**config.mk**
```make
export PLATFORM = sky130hd
export DESIGN_NAME = sprite_rom_arbiter
export DESIGN_NICKNAME = d
export VERILOG_FILES = /design/src/rtl/sprite_rom_arbiter.sv
export SDC_FILE = /design/constraint.sdc
export NUM_CORES = 1
export LEC_CHECK = 0
export CORE_UTILIZATION = 30
export CTS_CLUSTER_DIAMETER = 50
export DETAILED_ROUTE_END_ITERATION = 10
export PLACE_DENSITY = 0.68
export REMOVE_ABC_BUFFERS = 1
export SKIP_CTS_REPAIR_TIMING = 1
export SLEW_MARGIN = 20
export SYNTH_ARGS = -nofsm -noshare
export SYNTH_HDL_FRONTEND = slang
export SYNTH_SLANG_ARGS = --single-unit
```
**constraint.sdc**
```tcl
create_clock -name clk -period 1.2 [get_ports clk]
set_input_delay 0.24 -clock clk [delete_from_list [all_inputs] [get_ports clk]]
set_output_delay 0.24 -clock clk [all_outputs]
set_load 0.005 [all_outputs]
```
**src/rtl/sprite_rom_arbiter.sv**
```systemverilog
// ---------------------------------------------------------------------------
// sprite_rom_arbiter
//
// Shares the single tank bitmap ROM between up to four sprite renderers.
// Each cycle at most one requester is granted. The grant, the ROM address
// and the returned data are all registered, so a request seen in cycle T
// gets gnt during T+1 and rd_valid/rd_data during T+2. Arbitration is
// round-robin from a priority pointer that frame_sync resets to 0.
//
// Parameters:
//   NUM_REQ  number of requesters (1..4)
//   ADDR_W   ROM address width
//   DATA_W   ROM data width
//
// Ports:
//   clk          pixel clock
//   reset        asynchronous, active-high reset
//   frame_sync   one-cycle pulse at frame start; resets the priority pointer
//   req          per-requester level request, held until granted
//   req_addr     packed addresses, requester i at [i*ADDR_W +: ADDR_W]
//   gnt          one-hot registered grant
//   rom_addr     registered address to the bitmap ROM
//   rom_bits     combinational ROM data for rom_addr
//   rd_data      registered read data
//   rd_valid     one-hot owner of rd_data
//   stall_count  contention counter (constant 0 unless stats are enabled)
//
// Build option:
//   SPRITE_ROM_ARB_STATS_EN  when defined, stall_count counts cycles in which
//                            two or more requesters are eligible. It saturates
//                            at 16'hFFFF and clears on frame_sync.
// ---------------------------------------------------------------------------
module sprite_rom_arbiter #(
    parameter int NUM_REQ = 2,
    parameter int ADDR_W  = 8,
    parameter int DATA_W  = 8
) (
    input  logic                      clk,
    input  logic                      reset,
    input  logic                      frame_sync,
    input  logic [NUM_REQ-1:0]        req,
    input  logic [NUM_REQ*ADDR_W-1:0] req_addr,
    output logic [NUM_REQ-1:0]        gnt,
    output logic [ADDR_W-1:0]         rom_addr,
    input  logic [DATA_W-1:0]         rom_bits,
    output logic [DATA_W-1:0]         rd_data,
    output logic [NUM_REQ-1:0]        rd_valid,
    output logic [15:0]               stall_count
);

    // Two bits cover every legal requester count, including NUM_REQ=1.
    localparam int PTR_W = 2;

    logic [PTR_W-1:0]   ptr;
    logic [PTR_W-1:0]   ptr_next;
    logic [NUM_REQ-1:0] elig;
    logic               win_found;
    logic [PTR_W-1:0]   win_idx;
    logic [NUM_REQ-1:0] win_onehot;
    logic [ADDR_W-1:0]  win_addr;
    int                 best_dist;

    // The requester holding gnt this cycle still shows its old req, so it
    // is masked out; this gives every requester a 2-cycle re-issue period.
    assign elig = req & ~gnt;

    // Round-robin pick: among eligible requesters, choose the one closest
    // to the pointer walking upwards with wrap-around.
    always_comb begin
        win_found = 1'b0;
        win_idx   = '0;
        best_dist = NUM_REQ;
        for (int i = 0; i < NUM_REQ; i++) begin
            if (elig[i] && (((i - int'(ptr) + NUM_REQ) % NUM_REQ) < best_dist)) begin
                best_dist = (i - int'(ptr) + NUM_REQ) % NUM_REQ;
                win_found = 1'b1;
                win_idx   = PTR_W'(i);
            end
        end
    end

    // Decode the winner into a one-hot grant and select its address.
    always_comb begin
        win_onehot = '0;
        win_addr   = '0;
        for (int i = 0; i < NUM_REQ; i++) begin
            if (win_found && (win_idx == PTR_W'(i))) begin
                win_onehot[i] = 1'b1;
                win_addr      = req_addr[i*ADDR_W +: ADDR_W];
            end
        end
    end

    // Pointer moves past the winner; frame_sync forces it back to 0 and
    // takes precedence, although this cycle's pick used the old pointer.
    always_comb begin
        ptr_next = ptr;
        if (win_found) begin
            ptr_next = (win_idx == PTR_W'(NUM_REQ - 1)) ? '0 : win_idx + 1'b1;
        end
        if (frame_sync) begin
            ptr_next = '0;
        end
    end

    // Grant, address and data pipeline. rom_addr is held when nobody wins
    // so the ROM input stays quiet between reads.
    always_ff @(posedge clk or posedge reset) begin
        if (reset) begin
            gnt      <= '0;
            rom_addr <= '0;
            ptr      <= '0;
            rd_data  <= '0;
            rd_valid <= '0;
        end else begin
            gnt      <= win_onehot;
            ptr      <= ptr_next;
            rd_data  <= rom_bits;
            rd_valid <= gnt;
            if (win_found) begin
                rom_addr <= win_addr;
            end
        end
    end

`ifdef SPRITE_ROM_ARB_STATS_EN
    int          elig_cnt;
    logic        contention;
    logic [15:0] stall_q;

    // Contention means at least one eligible requester lost this cycle.
    always_comb begin
        elig_cnt = 0;
        for (int i = 0; i < NUM_REQ; i++) begin
            elig_cnt = elig_cnt + {31'b0, elig[i]};
        end
        contention = (elig_cnt >= 2);
    end

    // Saturating counter, cleared at each frame start.
    always_ff @(posedge clk or posedge reset) begin
        if (reset) begin
            stall_q <= '0;
        end else if (frame_sync) begin
            stall_q <= '0;
        end else if (contention && (stall_q != 16'hFFFF)) begin
            stall_q <= stall_q + 16'd1;
        end
    end

    assign stall_count = stall_q;
`else
    assign stall_count = '0;
`endif

endmodule

```
# [Word level (Yosys, flattened, before mapping)]
# Cells that the tools add are included.
[totals] inputBits=29 wordCells=34 output_inout_bits=36 ff_bits=22
[op_classes] n_addsub=5 magnitude_cmp=2 eq_ne=1 n_bitwise=4 mux=11 n_reduce_logical=6
[op_table] cell="2-bit by 32-bit less-than comparator with 1-bit output" count=1
[op_table] cell="32-bit 2-to-1 mux" count=1
[op_table] cell="8-bit 2-to-1 mux" count=2
[op_table] cell="3-bit by 3-bit adder with 4-bit output (second input constant)" count=2
[op_table] cell="2-bit 2-to-1 mux" count=3
[op_table] cell="1-bit by 2-bit subtractor with 3-bit output (first input constant)" count=2
[op_table] cell="1-bit 2-to-1 mux" count=5
[op_table] cell="1-bit logical AND" count=4
[op_table] cell="2-bit by 3-bit less-than comparator with 1-bit output (second input constant)" count=1
[op_table] cell="2-bit by 1-bit adder with 2-bit output (second input constant)" count=1
[op_table] cell="1-bit bitwise AND" count=2
[op_table] cell="2-bit bitwise AND" count=1
[op_table] cell="2-bit by 1-bit equality test with 1-bit output (second input constant)" count=1
[op_table] cell="2-bit logical NOT" count=1
[op_table] cell="2-bit inverter" count=1
[op_table] cell="2-bit nonzero test" count=1

# [Longest topological paths before layout]
[logic_depth] ltp_word=13 depth_mapped=4 ltp_nobuf=3

# [Worst setup path before layout]
# Ideal clock, no wire load.
[synth_timing] path_type="register to register" from="register gnt[0]" to="register rom_addr[0]" n_path_buf=1 required_ns=1.059 stages_incl_launch_ff=5 synth_period_minus_slack_ns=1.135 slack_ns=0.065 setup_time_ns=0.141 arrival_ns=0.994 cell_sequence="dfrtp_1 -> nor2b_4 -> buf_6 -> a21boi_4 -> a221oi_2"
[synth_between] elab_chain_len=11 elab_cells_between_ends=15 cone_classes="order compare: 1; eq/ne: 1; mux: 6; bitwise: 2; reduce/logical: 5"
[synth_lines] element="from (decl)" line="43" rtl="output logic [NUM_REQ-1:0] gnt,"
[synth_lines] element="from (signal assigned)" line="116" rtl="gnt <= win_onehot;"
[synth_lines] element="2-bit inverter (*)" line="65" rtl="assign elig = req & ~gnt;"
[synth_lines] element="2-bit bitwise AND (*)" line="65"
[synth_lines] element="1-bit logical AND (*)" line="74" rtl="if (elig[i] && (((i - int'(ptr) + NUM_REQ) % NUM_REQ) < best_dist)) begin"
[synth_lines] element="32-bit 2-to-1 mux" line="74"
[synth_lines] element="2-bit by 32-bit less-than comparator with 1-bit output" line="74"
[synth_lines] element="1-bit logical AND" line="74"
[synth_lines] element="1-bit 2-to-1 mux" line="74"
[synth_lines] element="2-bit logical NOT" line="87" rtl="if (win_found && (win_idx == PTR_W'(i))) begin"
[synth_lines] element="1-bit logical AND" line="87"
[synth_lines] element="8-bit 2-to-1 mux (2 in a row)" line="87"
[synth_lines] element="to (signal assigned)" line="121" rtl="rom_addr <= win_addr;"
[synth_lines] element="to (decl)" line="44" rtl="output logic [ADDR_W-1:0] rom_addr,"
# Mark *: on every way between the ends. The rest lies on a longest branch, timed or not.
# A chain may end at the register's enable or synchronous reset.

# [Final worst setup path]
# Same ends and word-level chain as after synthesis.

==> impl_metrics.toml <==
[worst_setup_path]
rrSetupSlack_ps = -60
cp_slowest_cell = "dfrtp_1"
crit_type = "register to register"
arrival_ps = 1470
rr_startpoint = "gnt[0]$_DFF_PP0_"
worstPathCellList = "buf_6 > nor2b_4 > a21boi_4 > buf_12 > a221oi_4"
crit_required_ps = 1410
worstSetupEndpointType = "register"
cp_slowest_stage_delay_ps = 420
ff2ff_path_depth = 5
rr_endpoint = "rom_addr[0]$_DFFE_PP0P_"
crit_fanout = 6
worst_setup_path_start_kind = "register"

[global_route]
grt_pass1_vias = 724
grt_antenna_before_repair = 0
grt_pass1_wl_um = 3380
grt_max_degree = 14
overflow = 0
track_usage_pct = 13.1

[placement]
hpwl_um = 1750
place.gp.congestion = 0.685
dpl_worst_slack_ps = -349
numPortBuffers = 48

[synthesis]
syn_avg_cell_area_sq_um = 12.2
ys_seq_area_share_pct = 53.8
yosys.area_share.adder_pct = 0
netlist_instances = 80
synth_xor_area_share_pct = 0
synthMuxAreaShare_pct = 0
synth_compound_area_share_pct = 16.9
ys_types = 11
ys_ff_latch = 21
synth.cell_area_sq_um = 976
synth-simple-area-share_pct = 7.31
ys_warn_count = 0
synth_top_family_by_area = "buffers and inverters"

[die]
ios = 65
die_h_um = 59.0
die_area_sq_um = 3490
start_util_pct = 31.7
chipWidth_um = 59.0
rows = 20
coreArea_sq_um = 3080

[drt]
drc_errors = 0
ant_nets = 0
vias = 750
firstDrtPassIters = 2
wire_per_inst_um = 12.0
drtIter0Drc = 17
via_per_inst = 4.01
totalWireLength_um = 2240

[layout]
most-common-layout-cells = "clkdlybuf4s50_1, dfrtp_1, dlymetal6s2s_1"
num_antenna_cells = 0
fin_util_pct = 54.0
num-fill-cells = 285
nNetsFinal = 173
areaGrowthSynthToFinish_pct = 70.4
drive_above_1_share_pct = 21.0
layout_commonest_cell = "clkdlybuf4s50_1"

[sta]
finalHoldViolations = 0
layout_setup_ws_ps = -59.5
period_share_pct = 105
clock_skew_ps = 5.77
max_freq_ghz = 0.794
slew_viol_final = 0
period_needed_ps = 1260
setup-violations-final = 10
rsz0062_at_grt = "yes"

[pwr]
peakVddDrop_mv = 0.569
p_leak_uw = 0.000928
powerDensity_nw_per_um2 = 1020

[flow_run]
max_cap_viol_count = 0

[cts]
cts_buffer_depth = 2
clk_pin_slew_ps = 120
cts-root-buf = "clkbuf_4"
cts.sinks = 21
numCtsBuffers = 3
insertion_delay_ps = 300
cts_tree = "done"
cts_max_level = 1

[status]
outcome = "finished, violations left"
violations = "setup timing"

[worst_hold_path]
min_path_type = "input pin to asynchronous set/reset pin"
## state kept, by name (all words and copies together) (netlist names)
register	cells
ptr	1
gnt	2
rd_data	8
rom_addr	8
rd_valid	2
## worst max-delay path: cells and delay by family, from the launching register on
family                 cells  cell delay [ps]
and+or+nand+nor            1              140
DFF                        1              420
AOI/OAI and AO/OA          2              340
buffers and inverters      2              270
## stage by stage
stage	hold WS [ps]	area, sq um	std cells	total power (uW)	setup TNS [ps]
after floorplan	217	890	77	1010	-638
after global placement	444	1490	176	1300	-3000
after detailed placement	447	1490	176	1320	-3330
after CTS	222	1520	180	1660	-5050
after global routing	231	1660	187	1790	-889
final	220	1660	187	1690	-375
## how the worst max path moves through the flow
stage	startpoint	end	depth (start not counted)
3_3_place_gp	req[0]	rom_addr[0]$_DFFE_PP0P_	4
2_1_floorplan	gnt[1]$_DFF_PP0_	rom_addr[0]$_DFFE_PP0P_	3
6_report	gnt[0]$_DFF_PP0_	rom_addr[0]$_DFFE_PP0P_	5
5_1_grt	gnt[0]$_DFF_PP0_	rom_addr[0]$_DFFE_PP0P_	5
4_1_cts	gnt[0]$_DFF_PP0_	gnt[0]	1
3_5_place_dp	req[0]	rom_addr[6]$_DFFE_PP0P_	4
## cells in the mapped netlist
library cell | instances | area, sq um
a21boi_4 | 2 | 37.5
a221oi_2 | 8 | 120
dfrtp_1 | 21 | 526
inv_1 | 18 | 67.6
buf_4 | 16 | 120
nor3_1 | 8 | 40.0
conb_1 | 1 | 3.75
nor2_1 | 1 | 3.75
nor2b_4 | 2 | 27.5
buf_6 | 2 | 22.5
a211oi_1 | 1 | 7.51
## where the power goes
group | switching [uW] | leakage, uW | internal [uW]
clock network | 214 | 0.0000177 | 124
logic | 200 | 0.000665 | 338
registers | 36.4 | 0.000245 | 781
## area by class of cell
| class | instances | area, sq um | area share [%] |
|---|---|---|---|
| timing repair buffer | 62 | 668 | 40.2 |
| inverter | 18 | 67.6 | 4.06 |
| tap | 44 | 55.1 | 3.31 |
| clock inverter | 1 | 5.00 | 0.301 |
| clock buffer | 3 | 22.5 | 1.35 |
| multi-input combinational | 38 | 319 | 19.2 |
| sequential | 21 | 526 | 31.6 |
## cells by family (layout without fill, tap and decap cells)
group	after synthesis	count (layout)
simple gates	11	11
other cells	1	16
flops	21	21
buf+inv	36	84
compound gates	11	11
## per-layer routing
layer	track usage [%]	part of all wire (%)
met4	5.10	1.3
met5	0	0
met3	2.62	4.5
met1	14.8	39
met2	23.9	55
(Power assumes the default switching activity.)
